--- src/rtl/dma_copy16.sv ---
// Block-copy DMA engine and RAM bus arbiter between the CPU16 core and single-port RAM.
// Optional constant-fill mode is compiled in with DMA_FILL_EN.
module dma_copy16 #(
    parameter int unsigned BURST    = 8,
    parameter int unsigned RAM_WAIT = 1
) (
    input  logic        clk,
    input  logic        reset,
    input  logic        start,
    input  logic [15:0] src,
    input  logic [15:0] dst,
    input  logic [15:0] count,
    input  logic        fill,
    output logic        dma_busy,
    output logic        done,
    output logic        cpu_hold,
    input  logic        cpu_busy,
    input  logic [15:0] cpu_address,
    input  logic [15:0] cpu_data_out,
    input  logic        cpu_write,
    output logic [15:0] mem_address,
    output logic [15:0] mem_data_out,
    output logic        mem_write,
    input  logic [15:0] mem_data_in
);

    typedef enum logic [2:0] {
        StIdle, StReq, StRead, StReadWait, StWrite, StRelease, StDone
    } state_e;

    localparam logic [15:0] BurstLast = 16'(BURST);
    localparam logic [7:0]  WaitLast  = 8'(RAM_WAIT);

    state_e      state_q, state_d;
    logic [15:0] sp_q, sp_d, dp_q, dp_d, rem_q, rem_d, bc_q, bc_d, buf_q, buf_d;
    logic [7:0]  wc_q, wc_d;
    logic        own_dma_q, own_dma_d;
    logic        hold_q;
    logic        fill_mode;
    logic        dma_write;
    logic [15:0] dma_address, dma_data;

`ifdef DMA_FILL_EN
    logic fill_q;

    always_ff @(posedge clk) begin
        if (!reset) begin
            fill_q <= 1'b0;
        end else if (state_q == StIdle && start) begin
            fill_q <= fill;
        end
    end

    assign fill_mode = fill_q;
`else
    logic unused_fill;
    assign unused_fill = fill;
    assign fill_mode   = 1'b0;
`endif

    always_ff @(posedge clk) begin
        if (!reset) begin
            state_q   <= StIdle;
            sp_q      <= '0;
            dp_q      <= '0;
            rem_q     <= '0;
            bc_q      <= '0;
            buf_q     <= '0;
            wc_q      <= '0;
            own_dma_q <= 1'b0;
            hold_q    <= 1'b0;
        end else begin
            state_q   <= state_d;
            sp_q      <= sp_d;
            dp_q      <= dp_d;
            rem_q     <= rem_d;
            bc_q      <= bc_d;
            buf_q     <= buf_d;
            wc_q      <= wc_d;
            own_dma_q <= own_dma_d;
            hold_q    <= cpu_hold;
        end
    end

    always_comb begin
        state_d = state_q;
        sp_d    = sp_q;
        dp_d    = dp_q;
        rem_d   = rem_q;
        bc_d    = bc_q;
        buf_d   = buf_q;
        wc_d    = wc_q;
        unique case (state_q)
            StIdle: begin
                if (start) begin
                    if (count == 16'd0) begin
                        state_d = StDone;
                    end else begin
                        sp_d    = src;
                        dp_d    = dst;
                        rem_d   = count;
                        bc_d    = '0;
                        state_d = StReq;
                    end
                end
            end
            // busy alone could be stale from before hold rose; require hold seen last cycle too
            StReq: begin
                if (cpu_busy && hold_q) state_d = fill_mode ? StWrite : StRead;
            end
            StRead: begin
                wc_d = 8'd1;
                if (RAM_WAIT == 0) begin
                    buf_d   = mem_data_in;
                    state_d = StWrite;
                end else begin
                    state_d = StReadWait;
                end
            end
            StReadWait: begin
                if (wc_q == WaitLast) begin
                    buf_d   = mem_data_in;
                    state_d = StWrite;
                end else begin
                    wc_d = wc_q + 8'd1;
                end
            end
            StWrite: begin
                if (!fill_mode) sp_d = sp_q + 16'd1;
                dp_d  = dp_q + 16'd1;
                rem_d = rem_q - 16'd1;
                bc_d  = bc_q + 16'd1;
                if (rem_q == 16'd1) begin
                    state_d = StDone;
                end else if (bc_q + 16'd1 == BurstLast) begin
                    state_d = StRelease;
                end else begin
                    state_d = fill_mode ? StWrite : StRead;
                end
            end
            StRelease: begin
                bc_d = '0;
                if (!cpu_busy) state_d = StReq;
            end
            StDone:  state_d = StIdle;
            default: state_d = StIdle;
        endcase
        own_dma_d = (state_d == StRead) || (state_d == StReadWait) || (state_d == StWrite);
    end

    always_comb begin
        cpu_hold    = (state_q == StReq) || (state_q == StRead) ||
                      (state_q == StReadWait) || (state_q == StWrite);
        dma_busy    = (state_q != StIdle) && (state_q != StDone);
        done        = (state_q == StDone);
        dma_write   = (state_q == StWrite);
        dma_address = (state_q == StWrite) ? dp_q : sp_q;
        dma_data    = fill_mode ? sp_q : buf_q;
        if (own_dma_q) begin
            mem_address  = dma_address;
            mem_data_out = dma_data;
            mem_write    = dma_write;
        end else begin
            mem_address  = cpu_address;
            mem_data_out = cpu_data_out;
            mem_write    = cpu_write;
        end
    end

endmodule

--- config.mk ---
export PLATFORM = sky130hd
export DESIGN_NAME = dma_copy16
export DESIGN_NICKNAME = d
export VERILOG_FILES = /design/src/rtl/dma_copy16.sv
export SDC_FILE = /design/constraint.sdc
export NUM_CORES = 1
export LEC_CHECK = 0
export BUFFER_PORTS_ARGS = -buffer_cell sky130_fd_sc_hd__clkbuf_2
export CORE_MARGIN = 2
export CORE_UTILIZATION = 35
export DETAILED_ROUTE_END_ITERATION = 7
export PLACE_DENSITY = 0.53
export SKIP_CTS_REPAIR_TIMING = 1
export SYNTH_ARGS = -nofsm -noshare
export SYNTH_HDL_FRONTEND = slang
export SYNTH_SLANG_ARGS = --single-unit
--- constraint.sdc ---
create_clock -name clk -period 5 [get_ports clk]
set_input_delay 0.5 -clock clk [delete_from_list [all_inputs] [get_ports clk]]
set_output_delay 0.5 -clock clk [all_outputs]
set_load 0.05 [all_outputs]
==> results of run 1 <==
-- metrics by stage --
| stage | instances | area [µm²] | hold WS (ns) | setup slack (ns) |
|---|---|---|---|---|
| 2_1_floorplan | 778 | 5680 | 0.4329 | 1.862 |
| 3_3_place_gp | 1088 | 6506 | 0.4467 | 1.905 |
| 3_5_place_dp | 1088 | 6506 | 0.4464 | 1.892 |
| 4_1_cts | 1103 | 6869 | 0.3565 | 2.052 |
| 5_1_grt | 1103 | 6869 | 0.3610 | 1.928 |
| 6_report | 1103 | 6869 | 0.3629 | 2.072 |
-- sequential cells by signal (all words and copies together), names as in the netlist --
name and cells:
state_q 3, hold_q 1, wc_q 8, dp_q 16, sp_q 16, rem_q 16
buf_q 16, bc_q 16, own_dma_q 1
-- cell usage after synthesis, types with 6 or more instances --
master	number
or2_2	6
a311oi_1	7
mux2_2	17
nor3_1	25
nor2_1	90
buf_1	9
a22oi_1	7
a31oi_1	31
o21ai_0	55
dfxtp_1	93
nand4_1	9
o31ai_1	9
inv_1	11
o21ai_1	7
clkbuf_1	36
nand2_1	131
o221a_2	6
ha_1	7
and3_1	9
a21oi_1	63
xnor2_1	7
nand3_1	43
xor2_1	7
-- tightest hold or removal path, delay by kind of cell --
family                 cells  cell delay [ns]
AND/OR/NAND/NOR            1             0.04
buffers and inverters      1             0.08
AO/OA/AOI/OAI              1             0.05
-- cell type report --
class / count / area share
clock buffer: 11 / 0.03534
clock inverter: 4 / 0.01749
inverter: 12 / 0.006557
multi-input combinational: 622 / 0.5209
sequential: 93 / 0.2714
tap: 216 / 0.03934
timing repair buffer: 145 / 0.1089
-- power by group through the flow --
stage / Combinational (mW) / Clock [mW] / Sequential (mW)
after CTS: 0.343 / 0.871 / 0.818
final: 0.341 / 0.851 / 0.819
after floorplan: 0.244 / 0 / 0.818
after detailed placement: 0.342 / 0 / 0.835
after global placement: 0.341 / 0 / 0.835
after global routing: 0.376 / 0.904 / 0.825
-- per-layer routing --
layer	GRT usage	vias up
met5	0	-
met4	0.06582	0
met3	0.02816	14
met2	0.3377	102
met1	0.2774	2819
li1	-	3037
-- path summary, 6_finish.rpt --
kind	start	to	cells past startpoint	slack [ns]
worst max-delay path	state_q[1]	mem_address[15]	6	2.07
worst min-delay path	mem_data_in[11]	buf_q[11]	3	0.36
worst max register to register	state_q[2]	bc_q[11]	7	2.40
worst min register to register	buf_q[6]	buf_q[6]	2	0.45
-- logic make-up after synthesis --
kind of cell / Yosys count
fa+ha+maj: 7
simple gates: 350
xor+xnor: 14
buf+inv: 63
mux: 21
compound gates: 230
flops: 93
==> results by group, run 1 <==
Die
  – DIE WIDTH: 131.4 µm
  – # rows: 46
  – Initial Util: 0.3576
  – Ports: 138
  – Die Footprint: 17,260 µm²
  – Core area: 15,890 µm²
  – Die Y: 131.4 µm

Synthesis
  – Top-area cell type share of the netlist area: 0.3278
  – Syn Inst Count: 778
  – Synthesized net count: 887
  – Post-Synth XOR/XNOR Area: 0.02159
  – Avg Cell Area, Syn: 7.301 µm²
  – Flops & latches, synth: 93
  – Complex-gate fraction of the synthesized area: 0.2683
  – Largest cells by area after synthesis: dfxtp_1 33%, nand2_1 8.7%, nor2_1 5.9%, a21oi_1 5.6%, o21ai_0 4.8%
  – Post-synthesis simple-gate area fraction: 0.2808
  – YS warnings: 0
  – Unique masters post-synth: 68
  – Async S/R FF share, synth: 0
  – Post-Synth Adder-Cell Area: 0.01542
  – Dominant cell type by area after synthesis: dfxtp_1
  – Post-synthesis sequential area ratio: 0.3278
  – Post-synth EDFFs: 0
  – Top_reg_cell synth: dfxtp_1
  – Mux contribution to synthesized area: 0.04075
  – Cell Area, Synth: 5680 µm²
  – Largest family of logic cells by synthesized area: simple AND/OR/NAND/NOR gates

Drt
  – DR iter-0 viols: 392
  – Final wirelength: 17,800 µm
  – Post-route ant nets: 0
  – Metal2 WL: 8381 µm
  – DR top layer: met4
  – DR vias/cell: 5.414
  – Met3 wire len: 493 µm
  – WL/cell: 16.13 µm
  – Detailed Routing Iterations Pass 1: 4
  – DR vias: 5,972
  – Wl on met1: 8672 µm
  – Drt drc: 0

Timing
  – Final hold viol count: 0
  – Max-slew violations: 0
  – TNS Setup: 0 ns
  – Slew margin rel.: 0.2964
  – # setup viols final: 0
  – Unrepaired setup endpoints after global routing: false
  – Achievable Freq: 341.6 MHz
  – Clk_skew: 0.007037 ns
  – Min Tclk post-route: 2.928 ns
  – Measured slew at the worst slew-check pin: 1.051 ns
  – Fin crit share: 0.5855

Cells and area
  – Multi-input logic area: 3578 µm²
  – Register Area: 1864 µm²
  – Most common cell after layout, fill and taps aside: clkbuf_2
  – Final core utilization: 0.4324
  – Layout area overhead: 20.93%
  – Share of cells above drive strength 1: 0.2390
  – Most frequent cells in the layout: 136 x clkbuf_2, 130 x nand2_1, 91 x dfxtp_1, 89 x nor2_1, 63 x a21oi_1
  – Nets: 992
  – N_diodes: 0
  – Layout fillers: 1,700

Clocking
  – CTS sink cnt: 93
  – Clock-pin slew on the worst setup and hold paths: 0.06 ns
  – Max Root-Sink Buffers: 2
  – Clk root buf: clkbuf_16
  – Inserted Clock Buffers: 9
  – CTS tree: yes
  – Htree depth: 3
  – Skew-Pair Late Insertion Delay: 0.35 ns

Setup path
  – Cell family with most CP delay: simple AND/OR/NAND/NOR gates
  – CP Capture Type: output pin
  – Slowest stage delay, CP: 0.49 ns
  – Worst EP required: 4.50 ns
  – Critical Path, Cell by Cell: or2_2, nor2_4, buf_4, nand2_1, a31oi_1, clkbuf_2
  – Worst path buffer plus inverter count: 2
  – CP max FO: 38
  – Crit start category: flop
  – Crit path kind: reg2out
  – Critical Path AT: 2.43 ns
  – Slowest CP cell: or2_2

Global routing
  – Gr usage total: 0.2050
  – First-pass GRT wire length: 28,830 µm
  – Largest net degree at the start of global routing: 50
  – Vias in the first global route: 5,528
  – GRT overflow: 0
  – Initial antenna violation count: 0

Placement
  – IO Port Bufs: 136
  – DP HPWL: 12,070 µm
  – Gpl congestion: 0.7790

Power and ir drop
  – PD cells: 292.8 nW/µm²
  – Net Sw Frac: 0.2812
  – Leak: 2.666 nW
  – Sequential Power Share: 0.407
  – Total chip power: 2.011 mW
  – Gate power share: 0.170
  – Maximum vdd drop: 164.6 µV
  – P_int: 1.446 mW
  – Clk pwr share: 0.423
  – Psw: 565.5 µW

Flow run
  – # Max-Cap Violations: 0

Worst hold path
  – Hold crit path type: in2reg

Outcome
  – Status: finished clean
Power figures use the tool's default switching activity.
==> run 2, diff against run 1 <==
clock period = 2.7 ns   (was 5 ns; I/O delays follow)
==> run 2 against run 1 <==
Register-to-register slack got worse by 2.1 ns. Via count grew 1.9%. Cell count up 1.5%. Global-route usage rose by 0.12 points. Core utilization grew 2.1 points. Sequential power grew 84%. Flip-flop and latch count is the same. Die area stayed put. Worst setup slack lost 1.8 ns. Clock skew down 0.0011 ns. Non-clock buffer count grew 17. Largest power group is now registers. Highest routed layer unchanged.
==> results by group, run 2 (same netlist as run 1, synthesis figures left out) <==
Timing
  – Min Tclk post-route: 2.416 ns
  – Achievable Freq: 413.8 MHz
  – Slew margin rel.: 0.5391 (+0.2427)
  – Clk_skew: 0.005942 ns (-0.001094 ns)
  – Unrepaired setup endpoints after global routing: false
  – Max-slew violations: 0 (unchanged)
  – Measured slew at the worst slew-check pin: 0.6903 ns (-0.3612 ns)
  – Fin crit share: 0.8950
  – # setup viols final: 0 (unchanged)
  – Final hold viol count: 0 (unchanged)
  – TNS Setup: 0 ns (unchanged)
  – Worst hold slack: 0.1402 ns (-0.2227 ns)
  – Final worst setup slack: 0.2835 ns (-1.789 ns)

Cells and area
  – Layout fillers: 1,683 (-1.0%)
  – Layout area overhead: 26.83%
  – Most frequent cells in the layout: 130 x nand2_1, 127 x clkbuf_2, 91 x dfxtp_1, 89 x nor2_1, 63 x a21oi_1
  – Nets: 1,009 (+1.7%)
  – N_diodes: 0 (unchanged)
  – Share of cells above drive strength 1: 0.2691 (+0.03010)
  – Most common cell after layout, fill and taps aside: nand2_1
  – Cell area after layout: 7204 µm² (+4.9%)
  – Fin cells: 1,119 (+1.5%)

Die
  – Ports: 138 (unchanged)
  – Initial Util: 0.3576 (unchanged)
  – Die Y: 131.4 µm (unchanged)
  – DIE WIDTH: 131.4 µm (unchanged)
  – # rows: 46 (unchanged)
  – Die Footprint: 17,260 µm² (unchanged)
  – Core area: 15,890 µm² (unchanged)

Clocking
  – Clock-pin slew on the worst setup and hold paths: 0.07 ns (about the same)
  – Max Root-Sink Buffers: 2 (unchanged)
  – Inserted Clock Buffers: 9 (unchanged)
  – Clk root buf: clkbuf_16
  – Skew-Pair Late Insertion Delay: 0.35 ns (about the same)
  – CTS sink cnt: 93 (unchanged)
  – Htree depth: 3 (unchanged)
  – CTS tree: yes

Drt
  – WL/cell: 16.06 µm (-0.46%)
  – DR iter-0 viols: 434 (+11%)
  – Drt drc: 0 (unchanged)
  – Post-route ant nets: 0 (unchanged)
  – DR vias/cell: 5.438 (+0.44%)
  – Final wirelength: 17,970 µm (+0.98%)
  – DR vias: 6,085 (+1.9%)
  – Detailed Routing Iterations Pass 1: 4 (unchanged)

Global routing
  – Largest net degree at the start of global routing: 40 (-20%)
  – Gr usage total: 0.2062 (+0.001230)
  – Vias in the first global route: 5,609 (+1.5%)
  – Initial antenna violation count: 0 (unchanged)
  – GRT overflow: 0 (unchanged)
  – First-pass GRT wire length: 29,120 µm (+1.0%)

Placement
  – DP HPWL: 12,800 µm (+6.0%)
  – Placed Cells: 1,105 (+1.6%)
  – IO Port Bufs: 136 (unchanged)
  – Dpl ws: 0.2092 ns (-1.683 ns)
  – Gpl congestion: 0.7971 (+2.3%)
  – Placed cell areas: 6938 µm² (+6.6%)

Flow run
  – # Max-Cap Violations: 0 (unchanged)

Setup path
  – CP Capture Type: flop
  – Worst EP required: 2.94 ns (-1.56 ns)
  – Crit path kind: reg2reg
  – Critical Path AT: 2.66 ns (+0.23 ns)
  – CP max FO: 7 (-82%)
  – Crit start category: flop
  – Slowest stage delay, CP: 0.43 ns (-0.06 ns)
  – Critical Path, Cell by Cell: ha_1, nand3_1, nor4_1, xnor2_1, nand2_1, or3b_1, o31ai_1
  – Slowest CP cell: or3b_1

Power and ir drop
  – Leak: 2.788 nW (+4.6%)
  – PD cells: 473.7 nW/µm² (+62%)
  – Maximum vdd drop: 309.9 µV (+88%)

Worst hold path
  – Hold crit path type: in2reg

Outcome
  – Status: finished clean
## run 2: changes by cell type in the layout (fill, tap and decap cells not counted), moves of 2 or more
| cell | delta |
|---|---|
| a31oi_1 | -15 |
| a31oi_2 | +15 |
| buf_12 | +15 |
| buf_4 | +11 |
| bufinv_16 | -4 |
| clkbuf_2 | -9 |
| clkinv_2 | +2 |
## run 2: cell type report
class | instances | area, µm² | share of cell area
timing repair buffer | 162 | 1086 | 0.1507
multi-input combinational | 622 | 3672 | 0.5097
clock inverter | 2 | 10.01 | 0.001389
inverter | 12 | 45.04 | 0.006252
sequential | 93 | 1864 | 0.2588
tap | 216 | 270.3 | 0.03751
clock buffer | 12 | 256.5 | 0.03560
## run 2: worst paths after layout
kind / slack (ns) / depth (start not counted) / endpoint / start
min: 0.14 / 3 / buf_q[8] / mem_data_in[8]
max: 0.28 / 7 / state_q[2] / bc_q[0]
max reg2reg: 0.28 / 7 / state_q[2] / bc_q[0]
min reg2reg: 0.45 / 2 / buf_q[11] / buf_q[11]
## run 2: per-layer routing
metal  global-route usage  share of wire  vias up
met5                    0              0        -
met4              0.06944          0.016        0
met3              0.03241          0.052       19
met2               0.3310           0.45      181
met1               0.2825           0.48     2815
li1                     -              -     3070
## run 2: critical path, delay by kind of cell, from the launching register on
| family | cells | cell delay (ns) |
|---|---|---|
| AO/OA/AOI/OAI | 1 | 0.27 |
| XOR/XNOR | 1 | 0.20 |
| adder cells (fa/ha/maj) | 1 | 0.27 |
| flip-flops | 1 | 0.42 |
| AND/OR/NAND/NOR | 4 | 1.15 |
## run 2: power by group
part | internal, mW | switching [mW]
logic | 0.276 | 0.434
clock network | 0.662 | 0.531
registers | 1.43 | 0.0760
## run 2: metrics by stage
step             util  total power, mW
5_1_grt        0.4535            3.569
4_1_cts        0.4535            3.452
3_5_place_dp   0.4368            2.249
2_1_floorplan       -            1.979
6_report       0.4535            3.413
3_3_place_gp   0.4368            2.247
==> run 3, diff against run 2 <==
CAP_MARGIN = 20   (was not set)
CTS_BUF_LIST = sky130_fd_sc_hd__clkbuf_16   (was not set)
SETUP_SLACK_MARGIN = 0.1   (was not set)
==> run 3 against run 2 <==
Sequential power is essentially flat. Power shrank 1.7%. Flip-flop and latch count is the same. Critical endpoint unchanged. Largest power group unchanged.
==> results by group, run 3 (same netlist as run 1, synthesis figures left out) <==
Worst hold path
  – WHS Endpoint: buf_q[8]
  – Hold Path Stages: 3 (unchanged)
  – Hold path start: mem_data_in[8]
  – Hold crit path type: in2reg

Power and ir drop
  – Sequential Power Share: 0.450 (+0.008)
  – Net Sw Frac: 0.3109 (+0.005945)
  – P_int: 2.311 mW (-2.6%)
  – Gate power share: 0.212 (+0.004)
  – Maximum vdd drop: 310.2 µV (+0.10%)
  – Leak: 2.781 nW (-0.25%)
  – Total chip power: 3.354 mW (-1.7%)
  – Psw: 1.043 mW (+0.19%)
  – Clk pwr share: 0.338 (-0.012)
  – PD cells: 465.8 nW/µm² (-1.7%)

Cells and area
  – Cell area after layout: 7201 µm² (about the same)
  – Most common cell after layout, fill and taps aside: nand2_1
  – Share of cells above drive strength 1: 0.2702 (+0.001107)
  – Most frequent cells in the layout: 130 x nand2_1, 127 x clkbuf_2, 91 x dfxtp_1, 89 x nor2_1, 63 x a21oi_1
  – Fin cells: 1,119 (unchanged)
  – Layout area overhead: 26.76% (about the same)
  – Layout fillers: 1,685 (+0.12%)
  – N_diodes: 0 (unchanged)
  – Nets: 1,009 (unchanged)

Placement
  – Placed cell areas: 6938 µm² (unchanged)
  – Gpl congestion: 0.7971 (unchanged)
  – IO Port Bufs: 136 (unchanged)
  – DP HPWL: 12,800 µm (unchanged)
  – Placed Cells: 1,105 (unchanged)
  – Dpl ws: 0.2092 ns (unchanged)

Clocking
  – Htree depth: 3 (unchanged)
  – Clk root buf: clkbuf_16
  – Inserted Clock Buffers: 9 (unchanged)
  – Skew-Pair Late Insertion Delay: 0.35 ns (about the same)
  – CTS sink cnt: 93 (unchanged)
  – Max Root-Sink Buffers: 2 (unchanged)
  – CTS tree: yes
  – Clock-pin slew on the worst setup and hold paths: 0.06 ns (about the same)

Drt
  – WL/cell: 16.10 µm (+0.23%)
  – DR vias: 6,086 (+0.016%)
  – Detailed Routing Iterations Pass 1: 4 (unchanged)
  – DR vias/cell: 5.439 (about the same)
  – DR iter-0 viols: 442 (+1.8%)
  – Drt drc: 0 (unchanged)
  – Final wirelength: 18,010 µm (+0.23%)
  – Post-route ant nets: 0 (unchanged)

Setup path
  – CP max FO: 6 (-1)
  – FF-to-FF End: state_q[2]
  – Start point of the critical path: bc_q[0]
  – Slowest CP cell: or4_4
  – Critical Path, Cell by Cell: ha_1, xor2_1, or4_4, a221oi_2, nand2_1, or3b_1, o31ai_1
  – Reg2reg setup slack: 0.30 ns (about the same)
  – Slowest stage delay, CP: 0.42 ns (about the same)
  – Worst EP required: 2.95 ns (about the same)
  – Worst Reg-to-Reg Cells: 7 (unchanged)
  – Crit path kind: reg2reg
  – Crit start category: flop
  – Reg-to-Reg Start: bc_q[0]
  – Critical Path AT: 2.65 ns (about the same)
  – CP Capture Type: flop

Timing
  – Final worst setup slack: 0.2977 ns (+0.01423 ns)
  – Slew margin rel.: 0.5383 (-0.0007790)
  – # setup viols final: 0 (unchanged)
  – Achievable Freq: 416.3 MHz (+0.59%)
  – Fin crit share: 0.8897 (-0.005270)
  – Final hold viol count: 0 (unchanged)
  – Unrepaired setup endpoints after global routing: false
  – Min Tclk post-route: 2.402 ns (-0.01423 ns)
  – Max-slew violations: 0 (unchanged)
  – TNS Setup: 0 ns (unchanged)
  – Clk_skew: 0.005356 ns (-0.0005868 ns)
  – Measured slew at the worst slew-check pin: 0.6915 ns (+0.001167 ns)

Global routing
  – Largest net degree at the start of global routing: 40 (unchanged)
  – Initial antenna violation count: 0 (unchanged)
  – GRT overflow: 0 (unchanged)
  – First-pass GRT wire length: 29,100 µm (about the same)
  – Vias in the first global route: 5,601 (-0.14%)
  – Gr usage total: 0.2062 (unchanged)

Die
  – Die Y: 131.4 µm (unchanged)
  – Die Footprint: 17,260 µm² (unchanged)
  – Ports: 138 (unchanged)
  – # rows: 46 (unchanged)
  – Core area: 15,890 µm² (unchanged)
  – Initial Util: 0.3576 (unchanged)
  – DIE WIDTH: 131.4 µm (unchanged)

Outcome
  – Status: finished clean

Flow run
  – # Max-Cap Violations: 0 (unchanged)
-- run 3: cell count changes in the layout (fill, tap and decap cells not counted) --
cell,before,now
clkbuf_1,1,0
nor3_2,0,1
clkbuf_8,2,0
nor4_1,5,4
nand3_2,1,2
inv_1,10,11
clkinv_1,0,2
nand3_1,43,42
nor3_1,25,24
nor4_2,0,1
-- run 3: worst max path at each step --
stage	slack, ns	cells past startpoint	endpoint
floorplan	0.10	7	mem_address[10]
global route	0.12	7	state_q[2]
detailed placement	0.21	7	sp_q[14]
CTS	0.29	6	mem_address[7]
global placement	0.23	7	sp_q[7]
finish	0.30	7	state_q[2]
-- run 3: worst max-delay path: cells and delay by family (launching register included) --
kind / cells / cell delay (ns)
adder cells (fa/ha/maj): 1 / 0.28
XOR/XNOR: 1 / 0.16
AND/OR/NAND/NOR: 3 / 0.95
AO/OA/AOI/OAI: 2 / 0.56
flip-flops: 1 / 0.36
-- run 3: routing by layer --
metal | share of wire | GRT usage | vias up
met2 | 0.45 | 0.3307 | 185
met4 | 0.016 | 0.06944 | 0
li1 | - | - | 3072
met1 | 0.49 | 0.2827 | 2810
met5 | 0 | 0 | -
met3 | 0.051 | 0.03241 | 19
-- run 3: power by group through the flow --
stage                     sequential (mW)  clock (mW)  combinational [mW]
after global placement               1.54           0               0.707
after CTS                            1.51        1.17               0.713
after detailed placement             1.54           0               0.711
final                                1.51        1.13               0.710
after floorplan                      1.52           0               0.463
after global routing                 1.52        1.22               0.769
-- run 3: area by class of cell --
cell class | count | area [µm²] | area share
clock inverter | 5 | 21.27 | 0.002954
clock buffer | 9 | 225.2 | 0.03128
inverter | 12 | 45.04 | 0.006255
multi-input combinational | 622 | 3689 | 0.5123
timing repair buffer | 162 | 1086 | 0.1508
sequential | 93 | 1864 | 0.2589
tap | 216 | 270.3 | 0.03753
-- run 3: per-stage QoR --
stage / utilization / hold WS (ns)
6_report: 0.4533 / 0.1422
5_1_grt: 0.4533 / 0.1461
4_1_cts: 0.4523 / 0.1306
3_5_place_dp: 0.4368 / 0.4472
3_3_place_gp: 0.4368 / 0.4446
2_1_floorplan: - / 0.4060
